===== config.mk =====
export PLATFORM = sky130hd
export DESIGN_NAME = mem_ctrl_flat
export DESIGN_NICKNAME = d
export VERILOG_FILES = /design/src/rtl/mem_ctrl_if.sv /design/src/rtl/mem_ctrl.sv /design/src/flat_wrapper.sv
export SDC_FILE = /design/constraint.sdc
export NUM_CORES = 1
export LEC_CHECK = 0
export CORE_UTILIZATION = 40
export CTS_BUF_LIST = sky130_fd_sc_hd__clkbuf_2
export DETAILED_ROUTE_END_ITERATION = 8
export PLACE_DENSITY = 0.67
export SKIP_CTS_REPAIR_TIMING = 1
export SLEW_MARGIN = 20
export SYNTH_ARGS = -nofsm -noshare
export SYNTH_HDL_FRONTEND = slang
export SYNTH_SLANG_ARGS = --single-unit

===== constraint.sdc =====
create_clock -name clk_in -period 5.4 [get_ports clk_in]
set_input_delay 1.08 -clock clk_in [delete_from_list [all_inputs] [get_ports clk_in]]
set_output_delay 1.08 -clock clk_in [all_outputs]
set_load 0.01 [all_outputs]

===== src/rtl/mem_ctrl_if.sv =====
// Bundle of the byte-wide RAM/IO bus plus the load/store-buffer and fetch request channels.
// The slave side is the memory controller; the master side is the requesters and RAM.
interface mem_ctrl_if;
    logic [7:0]  ram_din;
    logic [7:0]  ram_dout;
    logic [31:0] ram_a;
    logic        ram_wr;
    logic        io_buffer_full;

    logic        lsb_signal;
    logic        lsb_wr;
    logic [1:0]  lsb_len;
    logic [31:0] lsb_addr;
    logic [31:0] lsb_wdata;
    logic [31:0] lsb_rdata;
    logic        lsb_done;

    logic        if_signal;
    logic [31:0] if_addr;
    logic [31:0] if_data;
    logic        if_done;

    modport slave (
        input  ram_din, io_buffer_full,
        input  lsb_signal, lsb_wr, lsb_len, lsb_addr, lsb_wdata,
        input  if_signal, if_addr,
        output ram_dout, ram_a, ram_wr,
        output lsb_rdata, lsb_done, if_data, if_done
    );

    modport master (
        output ram_din, io_buffer_full,
        output lsb_signal, lsb_wr, lsb_len, lsb_addr, lsb_wdata,
        output if_signal, if_addr,
        input  ram_dout, ram_a, ram_wr,
        input  lsb_rdata, lsb_done, if_data, if_done
    );
endinterface


===== src/rtl/mem_ctrl.sv =====
// Arbitrates LSB and fetch requests onto a byte-wide RAM/IO bus, serialising multi-byte
// little-endian accesses and returning assembled words with a one-cycle done pulse.
module mem_ctrl #(
    parameter logic [1:0] IO_ADDR_HI = 2'b11
) (
    input  logic       clk_in,
    input  logic       rst_in,
    input  logic       rdy_in,
    input  logic       clear_signal,
    mem_ctrl_if.slave  bus,
    output logic [1:0] dbg_state
);
    // Handshake: a requester raises its signal and holds it (with stable payload) until the
    // matching done pulse; it drops the signal on the edge that ends the done cycle.
    typedef enum logic [1:0] {IDLE = 2'd0, READ = 2'd1, WRITE = 2'd2, DONE = 2'd3} state_t;

    state_t      state_q, state_n;
    logic        src_lsb_q, src_lsb_n;
    logic [31:0] addr_q, addr_n, wdata_q, wdata_n, rbuf_q, rbuf_n;
    logic [2:0]  len_q, len_n, a_cnt_q, a_cnt_n, r_cnt_q, r_cnt_n, w_cnt_q, w_cnt_n;
    logic        addr_vld_q, addr_vld_n, din_vld_q, din_vld_n, resume_q, resume_n;
    logic [31:0] ram_a_q, ram_a_n, lsb_rdata_q, lsb_rdata_n, if_data_q, if_data_n;
    logic [7:0]  ram_dout_q, ram_dout_n;
    logic        ram_wr_q, ram_wr_n, lsb_done_q, lsb_done_n, if_done_q, if_done_n;

    logic [31:0] acc_addr, base_addr, base_wdata, rbuf_tmp;
    logic [2:0]  acc_len, w_idx, issue_idx, r_next;
    logic        w_step, cap, is_io;

    always_comb begin
        acc_addr = bus.lsb_signal ? bus.lsb_addr : bus.if_addr;
        case (bus.lsb_len)
            2'b00:   acc_len = 3'd1;
            2'b01:   acc_len = 3'd2;
            default: acc_len = 3'd4;
        endcase
        if (!bus.lsb_signal) acc_len = 3'd4;
        base_addr  = (state_q == IDLE) ? acc_addr : addr_q;
        base_wdata = (state_q == IDLE) ? bus.lsb_wdata : wdata_q;
        is_io      = (base_addr[17:16] == IO_ADDR_HI);
    end

    always_comb begin
        state_n = state_q;     src_lsb_n = src_lsb_q;   addr_n = addr_q;
        wdata_n = wdata_q;     rbuf_n = rbuf_q;         len_n = len_q;
        a_cnt_n = a_cnt_q;     r_cnt_n = r_cnt_q;       w_cnt_n = w_cnt_q;
        addr_vld_n = addr_vld_q; din_vld_n = din_vld_q; resume_n = resume_q;
        ram_a_n = '0;          ram_dout_n = ram_dout_q; ram_wr_n = 1'b0;
        lsb_done_n = 1'b0;     if_done_n = 1'b0;
        lsb_rdata_n = lsb_rdata_q; if_data_n = if_data_q;
        w_step = 1'b0;         w_idx = '0;
        cap = 1'b0;            rbuf_tmp = rbuf_q;
        issue_idx = a_cnt_q;   r_next = r_cnt_q;

        if (!rdy_in) begin
            // Frozen; bytes returning during the pause are lost, so READ reissues on resume.
            ram_a_n    = ram_a_q;
            lsb_done_n = lsb_done_q;
            if_done_n  = if_done_q;
            if (state_q == READ) resume_n = 1'b1;
        end else begin
            case (state_q)
                IDLE: begin
                    if (!clear_signal && (bus.lsb_signal || bus.if_signal)) begin
                        src_lsb_n = bus.lsb_signal;
                        addr_n    = acc_addr;
                        len_n     = acc_len;
                        wdata_n   = bus.lsb_wdata;
                        rbuf_n    = '0;
                        r_cnt_n   = '0;
                        w_cnt_n   = '0;
                        resume_n  = 1'b0;
                        if (bus.lsb_signal && bus.lsb_wr) begin
                            state_n = WRITE;
                            w_step  = 1'b1;
                        end else begin
                            state_n    = READ;
                            ram_a_n    = acc_addr;
                            a_cnt_n    = 3'd1;
                            addr_vld_n = 1'b1;
                            din_vld_n  = 1'b0;
                        end
                    end
                end
                READ: begin
                    if (clear_signal) begin
                        state_n    = IDLE;
                        addr_vld_n = 1'b0;
                        din_vld_n  = 1'b0;
                        resume_n   = 1'b0;
                    end else begin
                        cap = din_vld_q && !resume_q;
                        if (cap) rbuf_tmp[{r_cnt_q[1:0], 3'b000} +: 8] = bus.ram_din;
                        rbuf_n    = rbuf_tmp;
                        r_next    = r_cnt_q + {2'b00, cap};
                        r_cnt_n   = r_next;
                        issue_idx = resume_q ? r_cnt_q : a_cnt_q;
                        resume_n  = 1'b0;
                        if (cap && r_next == len_q) begin
                            state_n    = DONE;
                            addr_vld_n = 1'b0;
                            din_vld_n  = 1'b0;
                            if (src_lsb_q) begin
                                lsb_rdata_n = rbuf_tmp;
                                lsb_done_n  = 1'b1;
                            end else begin
                                if_data_n = rbuf_tmp;
                                if_done_n = 1'b1;
                            end
                        end else begin
                            din_vld_n = resume_q ? 1'b0 : addr_vld_q;
                            if (issue_idx < len_q) begin
                                ram_a_n    = addr_q + {29'd0, issue_idx};
                                a_cnt_n    = issue_idx + 3'd1;
                                addr_vld_n = 1'b1;
                            end else begin
                                addr_vld_n = 1'b0;
                            end
                        end
                    end
                end
                WRITE: begin
                    // Stores are never cancelled by a flush.
                    if (w_cnt_q == len_q) begin
                        state_n    = DONE;
                        lsb_done_n = 1'b1;
                    end else begin
                        w_step = 1'b1;
                        w_idx  = w_cnt_q;
                    end
                end
                default: begin
                    state_n = IDLE;
                end
            endcase

            if (w_step) begin
                ram_a_n = base_addr + {29'd0, w_idx};
                if (!(is_io && bus.io_buffer_full)) begin
                    ram_wr_n = 1'b1;
                    w_cnt_n  = w_idx + 3'd1;
                    case (w_idx[1:0])
                        2'd0:    ram_dout_n = base_wdata[7:0];
                        2'd1:    ram_dout_n = base_wdata[15:8];
                        2'd2:    ram_dout_n = base_wdata[23:16];
                        default: ram_dout_n = base_wdata[31:24];
                    endcase
                end
            end
        end
    end

    always_ff @(posedge clk_in) begin
        if (rst_in) begin
            state_q <= IDLE;    src_lsb_q <= 1'b0;  addr_q <= '0;     wdata_q <= '0;
            rbuf_q <= '0;       len_q <= '0;        a_cnt_q <= '0;    r_cnt_q <= '0;
            w_cnt_q <= '0;      addr_vld_q <= 1'b0; din_vld_q <= 1'b0; resume_q <= 1'b0;
            ram_a_q <= '0;      ram_dout_q <= '0;   ram_wr_q <= 1'b0;
            lsb_done_q <= 1'b0; if_done_q <= 1'b0;  lsb_rdata_q <= '0; if_data_q <= '0;
        end else begin
            state_q <= state_n;       src_lsb_q <= src_lsb_n;   addr_q <= addr_n;
            wdata_q <= wdata_n;       rbuf_q <= rbuf_n;         len_q <= len_n;
            a_cnt_q <= a_cnt_n;       r_cnt_q <= r_cnt_n;       w_cnt_q <= w_cnt_n;
            addr_vld_q <= addr_vld_n; din_vld_q <= din_vld_n;   resume_q <= resume_n;
            ram_a_q <= ram_a_n;       ram_dout_q <= ram_dout_n; ram_wr_q <= ram_wr_n;
            lsb_done_q <= lsb_done_n; if_done_q <= if_done_n;
            lsb_rdata_q <= lsb_rdata_n; if_data_q <= if_data_n;
        end
    end

    assign bus.ram_a     = ram_a_q;
    assign bus.ram_dout  = ram_dout_q;
    assign bus.ram_wr    = ram_wr_q;
    assign bus.lsb_done  = lsb_done_q;
    assign bus.lsb_rdata = lsb_rdata_q;
    assign bus.if_done   = if_done_q;
    assign bus.if_data   = if_data_q;
    assign dbg_state     = state_q;
endmodule


===== src/flat_wrapper.sv =====
// flat-port wrapper written by rule: the top's interface ports become plain ports
module mem_ctrl_flat 
#(
    parameter logic [1:0] IO_ADDR_HI = 2'b11
)
  (clk_in, rst_in, rdy_in, clear_signal, dbg_state, bus_ram_din, bus_io_buffer_full, bus_lsb_signal, bus_lsb_wr, bus_lsb_len, bus_lsb_addr, bus_lsb_wdata, bus_if_signal, bus_if_addr, bus_ram_dout, bus_ram_a, bus_ram_wr, bus_lsb_rdata, bus_lsb_done, bus_if_data, bus_if_done);
  mem_ctrl_if bus_i ();
  input  logic clk_in;
  input  logic rst_in;
  input  logic rdy_in;
  input  logic clear_signal;
  output logic [1:0] dbg_state;
  input wire logic [$bits(bus_i.ram_din)-1:0] bus_ram_din;
  input wire logic [$bits(bus_i.io_buffer_full)-1:0] bus_io_buffer_full;
  input wire logic [$bits(bus_i.lsb_signal)-1:0] bus_lsb_signal;
  input wire logic [$bits(bus_i.lsb_wr)-1:0] bus_lsb_wr;
  input wire logic [$bits(bus_i.lsb_len)-1:0] bus_lsb_len;
  input wire logic [$bits(bus_i.lsb_addr)-1:0] bus_lsb_addr;
  input wire logic [$bits(bus_i.lsb_wdata)-1:0] bus_lsb_wdata;
  input wire logic [$bits(bus_i.if_signal)-1:0] bus_if_signal;
  input wire logic [$bits(bus_i.if_addr)-1:0] bus_if_addr;
  output wire logic [$bits(bus_i.ram_dout)-1:0] bus_ram_dout;
  output wire logic [$bits(bus_i.ram_a)-1:0] bus_ram_a;
  output wire logic [$bits(bus_i.ram_wr)-1:0] bus_ram_wr;
  output wire logic [$bits(bus_i.lsb_rdata)-1:0] bus_lsb_rdata;
  output wire logic [$bits(bus_i.lsb_done)-1:0] bus_lsb_done;
  output wire logic [$bits(bus_i.if_data)-1:0] bus_if_data;
  output wire logic [$bits(bus_i.if_done)-1:0] bus_if_done;
  assign bus_i.ram_din = bus_ram_din;
  assign bus_i.io_buffer_full = bus_io_buffer_full;
  assign bus_i.lsb_signal = bus_lsb_signal;
  assign bus_i.lsb_wr = bus_lsb_wr;
  assign bus_i.lsb_len = bus_lsb_len;
  assign bus_i.lsb_addr = bus_lsb_addr;
  assign bus_i.lsb_wdata = bus_lsb_wdata;
  assign bus_i.if_signal = bus_if_signal;
  assign bus_i.if_addr = bus_if_addr;
  assign bus_ram_dout = bus_i.ram_dout;
  assign bus_ram_a = bus_i.ram_a;
  assign bus_ram_wr = bus_i.ram_wr;
  assign bus_lsb_rdata = bus_i.lsb_rdata;
  assign bus_lsb_done = bus_i.lsb_done;
  assign bus_if_data = bus_i.if_data;
  assign bus_if_done = bus_i.if_done;
  mem_ctrl #(.IO_ADDR_HI(IO_ADDR_HI)) u_core (.clk_in(clk_in), .rst_in(rst_in), .rdy_in(rdy_in), .clear_signal(clear_signal), .bus(bus_i), .dbg_state(dbg_state));
endmodule

After elaboration in Yosys (flattened, before gate mapping)
Cells that the tools add are included.
- eq/ne operators: 16
- order comparisons: 1
- bitwise gates (word level): 5
- shift operators: 2
- reductions and logical operators: 23
- $add $sub $neg: 6
- multiplexer cells: 72
- operators with widths (operator ; number):
    two-way mux 32 bit ; 12
    one-hot mux 32 bit (2 select lines) ; 2
    adder 32 x 3 -> 32 bit ; 2
    two-way mux 3 bit ; 16
    bitwise mux 32 bit ; 1
    variable shift 8 x 7 -> 32 bit (first input constant) ; 1
    variable part select 8 x 7 -> 32 bit ; 1
    two-way mux 1 bit ; 26
    one-hot mux 8 bit (3 select lines) ; 1
    one-hot mux 3 bit (2 select lines) ; 3
    AND reduction 4 bit ; 3
    two-way mux 2 bit ; 5
    != test 2 bit (second input constant) ; 5
    one-hot mux 1 bit (2 select lines) ; 5
    AND reduction 5 bit ; 2
    AND reduction 3 bit ; 3
    negation 5 -> 7 bit ; 1
    AND reduction 7 bit ; 1
    adder 3 x 1 -> 3 bit (second input constant) ; 2
    == test 2 x 1 -> 1 bit (second input constant) ; 3
    == test 2 bit (second input constant) ; 3
    == test 3 bit ; 2
    zero test 2 bit ; 3
    != test 3 bit (second input constant) ; 2
    other kinds (10) ; 20
- flip-flop bits (word level): 221
- bits of input ports: 114

Logic depth before layout (Yosys ltp)
- depth after elaboration: 9
- depth in mapped cells: 18

Worst setup path before layout
No wires, ideal clock.
- path kind: input to register
- start: input bus_lsb_signal
- end: register u_core.ram_a_q[31] (netlist: u_core.bus.ram_a[31])
- slack: 1.296 ns
- library setup time: 0.117 ns
- buffers on the path: 6
- stages: 16
- arrival time: 3.987 ns
- path through: buf_6 -> buf_12 -> buf_12 -> buf_12 -> clkbuf_1 -> mux2i_1 -> a21oi_1 -> ha_1 -> a21o_1 -> a21oi_1 -> or4_1 -> buf_2 -> nand2b_4 -> nor4_4 -> xnor2_1 -> a22o_1
- longest elaborated chain between the ends: 6
- elaborated cells on any way between the ends: 14
- those cells by class: add/sub (1); mux (10); reduce/logical (3)
- ends and longest elaborated chain (item ; line ; RTL):
    start: declaration ; flat_wrapper.sv:15 ; input wire logic [$bits(bus_i.lsb_signal)-1:0] bus_lsb_signal;
    parallel branches: the longest is 5 deep, another holds adder 32 x 3 -> 32 bit ; - ;
    two-way mux 32 bit (*) ; mem_ctrl.sv:137 ; if (w_step) begin
    end signal: assignment ; mem_ctrl.sv:165 ; ram_a_q <= ram_a_n; ram_dout_q <= ram_dout_n; ram_wr_q <= ram_wr_n;
    end: declaration ; mem_ctrl.sv:22 ; logic [31:0] ram_a_q, ram_a_n, lsb_rdata_q, lsb_rdata_n, if_data_q, if_data_n;
Every way passes the cells marked *. The select of a mux whose other input is x is not followed.
A chain may end at the register's enable or synchronous reset.

Worst setup path after layout
- start: register u_core.state_q[0] (netlist: u_core.dbg_state[0])
- end: register u_core.ram_a_q[28] (netlist: u_core.bus.ram_a[28])
- longest elaborated chain between the ends: 5
- elaborated cells on any way between the ends: 11
- those cells by class: add/sub (1); eq/ne (2); mux (7); reduce/logical (1)
- ends and longest elaborated chain (item ; line ; RTL):
    start: declaration ; mem_ctrl.sv:17 ; state_t state_q, state_n;
    start signal: assignment ; mem_ctrl.sv:161 ; state_q <= state_n; src_lsb_q <= src_lsb_n; addr_q <= addr_n;
    == test 2 bit ; mem_ctrl.sv:62 ; case (state_q)
    two-way mux 3 bit ; mem_ctrl.sv:62 ;
    two-way mux 3 bit ; mem_ctrl.sv:55 ; if (!rdy_in) begin
    adder 32 x 3 -> 32 bit ; mem_ctrl.sv:138 ; ram_a_n = base_addr + {29'd0, w_idx};
    two-way mux 32 bit (*) ; mem_ctrl.sv:137 ;
Every way passes the cells marked *; elsewhere a longest branch is shown, timed or not. The select of a mux whose other input is x is not followed.

==> metrics.txt <==
number of global-route vias before repair=about 11k; Synth Register Bits=around 220; clk_lat worst skew=about 900 ps; share of flip-flops with an asynchronous set or reset=0%; Root Buffer=clkbuf_2; Top FF cell, synth=dfxtp_1; RSZ-0062 raised after global routing=false; largest net degree at the start of global routing=between 100 and 150; initial antenna violation count=2; worst hold slack=approximately 460 ps; drt initial violations=approximately 900; H-tree levels=2; Worst Hold Class=reg2reg; Initial Util=40.8%; clock-pin slew on the worst setup and hold paths=~90 ps; Die H=roughly 170 um; sequential share of the synthesized area=roughly 38%; sw frac=between 30% and 40%; slew margin rel.=33.9%; Routability Congestion=slightly above 0.9; crit path max fanout=9; post-placement cell count=just under 2k; WHS Path Cells=2; Finish-stage setup viols=0; worst reg2reg endpoint=u_core.bus.ram_a[28]; flop2flop setup slack=between 1500 and 2000 ps; share of cells above drive strength 1=a little under a tenth; drt pass-1 iters=5; Post-Syn Instances=around 1.4k; endpoint arrival time on the critical path=about 4500 ps; average size of a mapped cell=about 8.3 um^2; crit path kind=reg2reg; power share of the sequential group=48.3%; Post-synth EDFFs=0; maximum VDD drop=between 0.15 and 0.2 mV; routed len/inst=17.9 um; Final Hold Viols=0; placed cell area=around 14000 um^2; via count=about 11k; startpoint types=flop; Vias/cell=~5.5; Final Cycle Share=roughly 70%; Syn-to-layout area delta=24.7%; Post-Syn Nets=about 1.5k; Port Buffers=around 220; FF-to-FF Start=u_core.dbg_state[0]; num ports=223; Critical Path Most Common Cell=inv_1; Layout Cells excl Fill=between 2k and 2.5k; CP Capture Type=flop; Synth cell types=74; post-layout util=50.8%; final wirelength=roughly 36 mm; CTS tree=built; Switch Pwr=0.00119 W; Tot GR Track Use=23.7%; first-pass GRT wire length=approximately 58 mm; Slowest-stage cell, CP=a31oi_1; Final Instance Area=between 10000 and 15000 um^2; Core ar.=28800 um^2; Lkg Pwr=around 5.3 nW; Max Transition Viols Final=0; Peak Freq=between 200 and 300 MHz; CP Data Required Time=slightly above 6000 ps; Final min period=approximately 3800 ps; Max-cap violations=0; total clock sinks=around 220; crit-path cells=inv_1, ha_1, inv_1, a31oi_1, nand2_1, inv_1, ha_1, fa_1, a21oi_1, nor4_2, nand3_2, o31a_1, o21ai_0, a211oi_1; Rows=62; Hold Path Origin=u_core.bus.lsb_rdata[26]; DP Wirelength=approximately 25 mm; Slew @ Worst Pin=989 ps; Clk pwr share=roughly a third; Max stage delay on crit path=roughly 520 ps; Internal=between 0.002 and 0.0025 W; Mapped Area=11700 um^2; setup_tns=0 ps; worst-case reg-to-reg path depth=14; Logic pwr share=roughly a fifth; Worst Skew=92.1 ps; drt drc=0; Layout Nets=about 1.7k; PD cells=between 200 and 250 nW/um^2; Yosys warning total=0; Hold Path End=u_core.bus.lsb_rdata[26]; status=completed; post-route ant nets=0; Max clock buf depth=3; Num CTS Buffers=58; die width=173 um; total gr overflow=0; die area=between 30000 and 40000 um^2
## final cells by class
class | count | area, um^2
Inverter | 38 | 143
Antenna cell | 2 | 5.00
Fill cell | 2781 | 14200
Timing Repair Buffer | 239 | 2350
Tap cell | 384 | 480
Clock buffer | 83 | 415
Sequential cell | 221 | 4420
Clock inverter | 21 | 106
Multi-Input combinational cell | 1044 | 6700
## layer usage
metal | vias up | share of wire (%) | track usage, %
li1 | 5472 | - | -
met1 | 5252 | 44 | 30.4
met3 | 78 | 8.9 | 7.11
met5 | - | 0 | 0
met2 | 408 | 45 | 37.3
met4 | 0 | 2.8 | 8.85
## sequential cells by signal, indices dropped and copies added (netlist names), 8 cells and up
register              flops
u_core.bus.if_data       32
u_core.rbuf_q            32
u_core.bus.ram_a         32
u_core.wdata_q           32
u_core.addr_q            32
u_core.bus.lsb_rdata     32
u_core.bus.ram_dout       8
## power groups by stage
stage,clock [W],sequential (W),combinational (W)
after floorplan,0,0.00177,0.000449
after global placement,0,0.00178,0.000690
after detailed placement,0,0.00178,0.000697
after CTS,0.00121,0.00174,0.000700
after global routing,0.00129,0.00175,0.000766
final,0.00116,0.00174,0.000702
## critical path, delay by kind of cell (launching register included)
kind,cells,cell delay [ps]
buf+inv,3,370
compound gates,5,1210
simple gates,3,1010
fa+ha+maj,3,690
flops,1,360
## worst max-delay path by stage
stage,start,endpoint,slack [ps],cells after the start
global route,u_core.dbg_state[0],u_core.bus.ram_a[22],1190,14
CTS,u_core.dbg_state[0],u_core.bus.ram_a[28],1560,14
finish,u_core.dbg_state[0],u_core.bus.ram_a[28],1610,14
floorplan,bus_lsb_signal,u_core.bus.ram_a[31],1300,16
detailed placement,bus_lsb_signal,u_core.bus.ram_a[21],1310,10
global placement,bus_lsb_signal,u_core.bus.ram_a[21],1340,10
## through the flow
| stage | power, W | setup WS [ps] |
|---|---|---|
| 4_1_cts | 0.00366 | 1560 |
| 6_report | 0.00361 | 1610 |
| 3_5_place_dp | 0.00248 | 1310 |
| 2_1_floorplan | 0.00222 | 1300 |
| 3_3_place_gp | 0.00247 | 1340 |
| 5_1_grt | 0.00381 | 1190 |
## Yosys cell counts, types with 8 or more instances
cell | count | area (um^2)
nor3_1 | 34 | 170
a211oi_1 | 42 | 315
o21ai_0 | 14 | 70.1
mux4_2 | 8 | 180
buf_2 | 9 | 45.0
dfxtp_1 | 221 | 4420
a22oi_1 | 39 | 293
xor2_1 | 26 | 228
a221oi_1 | 12 | 105
o221ai_1 | 8 | 70.1
inv_1 | 38 | 143
xnor2_1 | 28 | 245
and3_1 | 9 | 56.3
nor4_1 | 11 | 68.8
o22ai_1 | 18 | 113
a22o_1 | 36 | 315
ha_1 | 24 | 300
nand2_1 | 172 | 646
a222oi_1 | 16 | 160
clkbuf_1 | 85 | 319
nand4_1 | 16 | 100
a21o_1 | 15 | 113
nor2_1 | 207 | 777
a21oi_1 | 113 | 566
mux2i_1 | 69 | 691
nand3_1 | 22 | 110
## layout by cell type, fill, tap and decap left out, drive strengths merged, types with 9 or more instances in the layout
cell           count
a21o              15
buf               20
nand3             24
clkdlybuf4s50    219
nand4             17
a22o              36
and3               9
a211oi            42
inv               40
clkbuf            83
ha                24
xnor2             28
a21oi            119
a222oi            16
a221oi            12
a22oi             39
o22ai             18
nor2             207
nor3              34
xor2              26
clkinv            19
dfxtp            221
nand2            172
mux2i             70
o21ai             15
nor4              16
## cell families (layout without fill, tap and decap cells)
kind of cell,Yosys count,count (layout),synth area share [%]
fa+ha+maj,26,26,2.90
xor+xnor,55,55,4.22
compound gates,357,357,21.3
flops,221,221,37.7
buf+inv,141,381,5.28
mux,83,83,8.05
simple gates,523,523,20.5
other cells,0,2,0
Note: power is estimated with default switching activity, not from simulation.
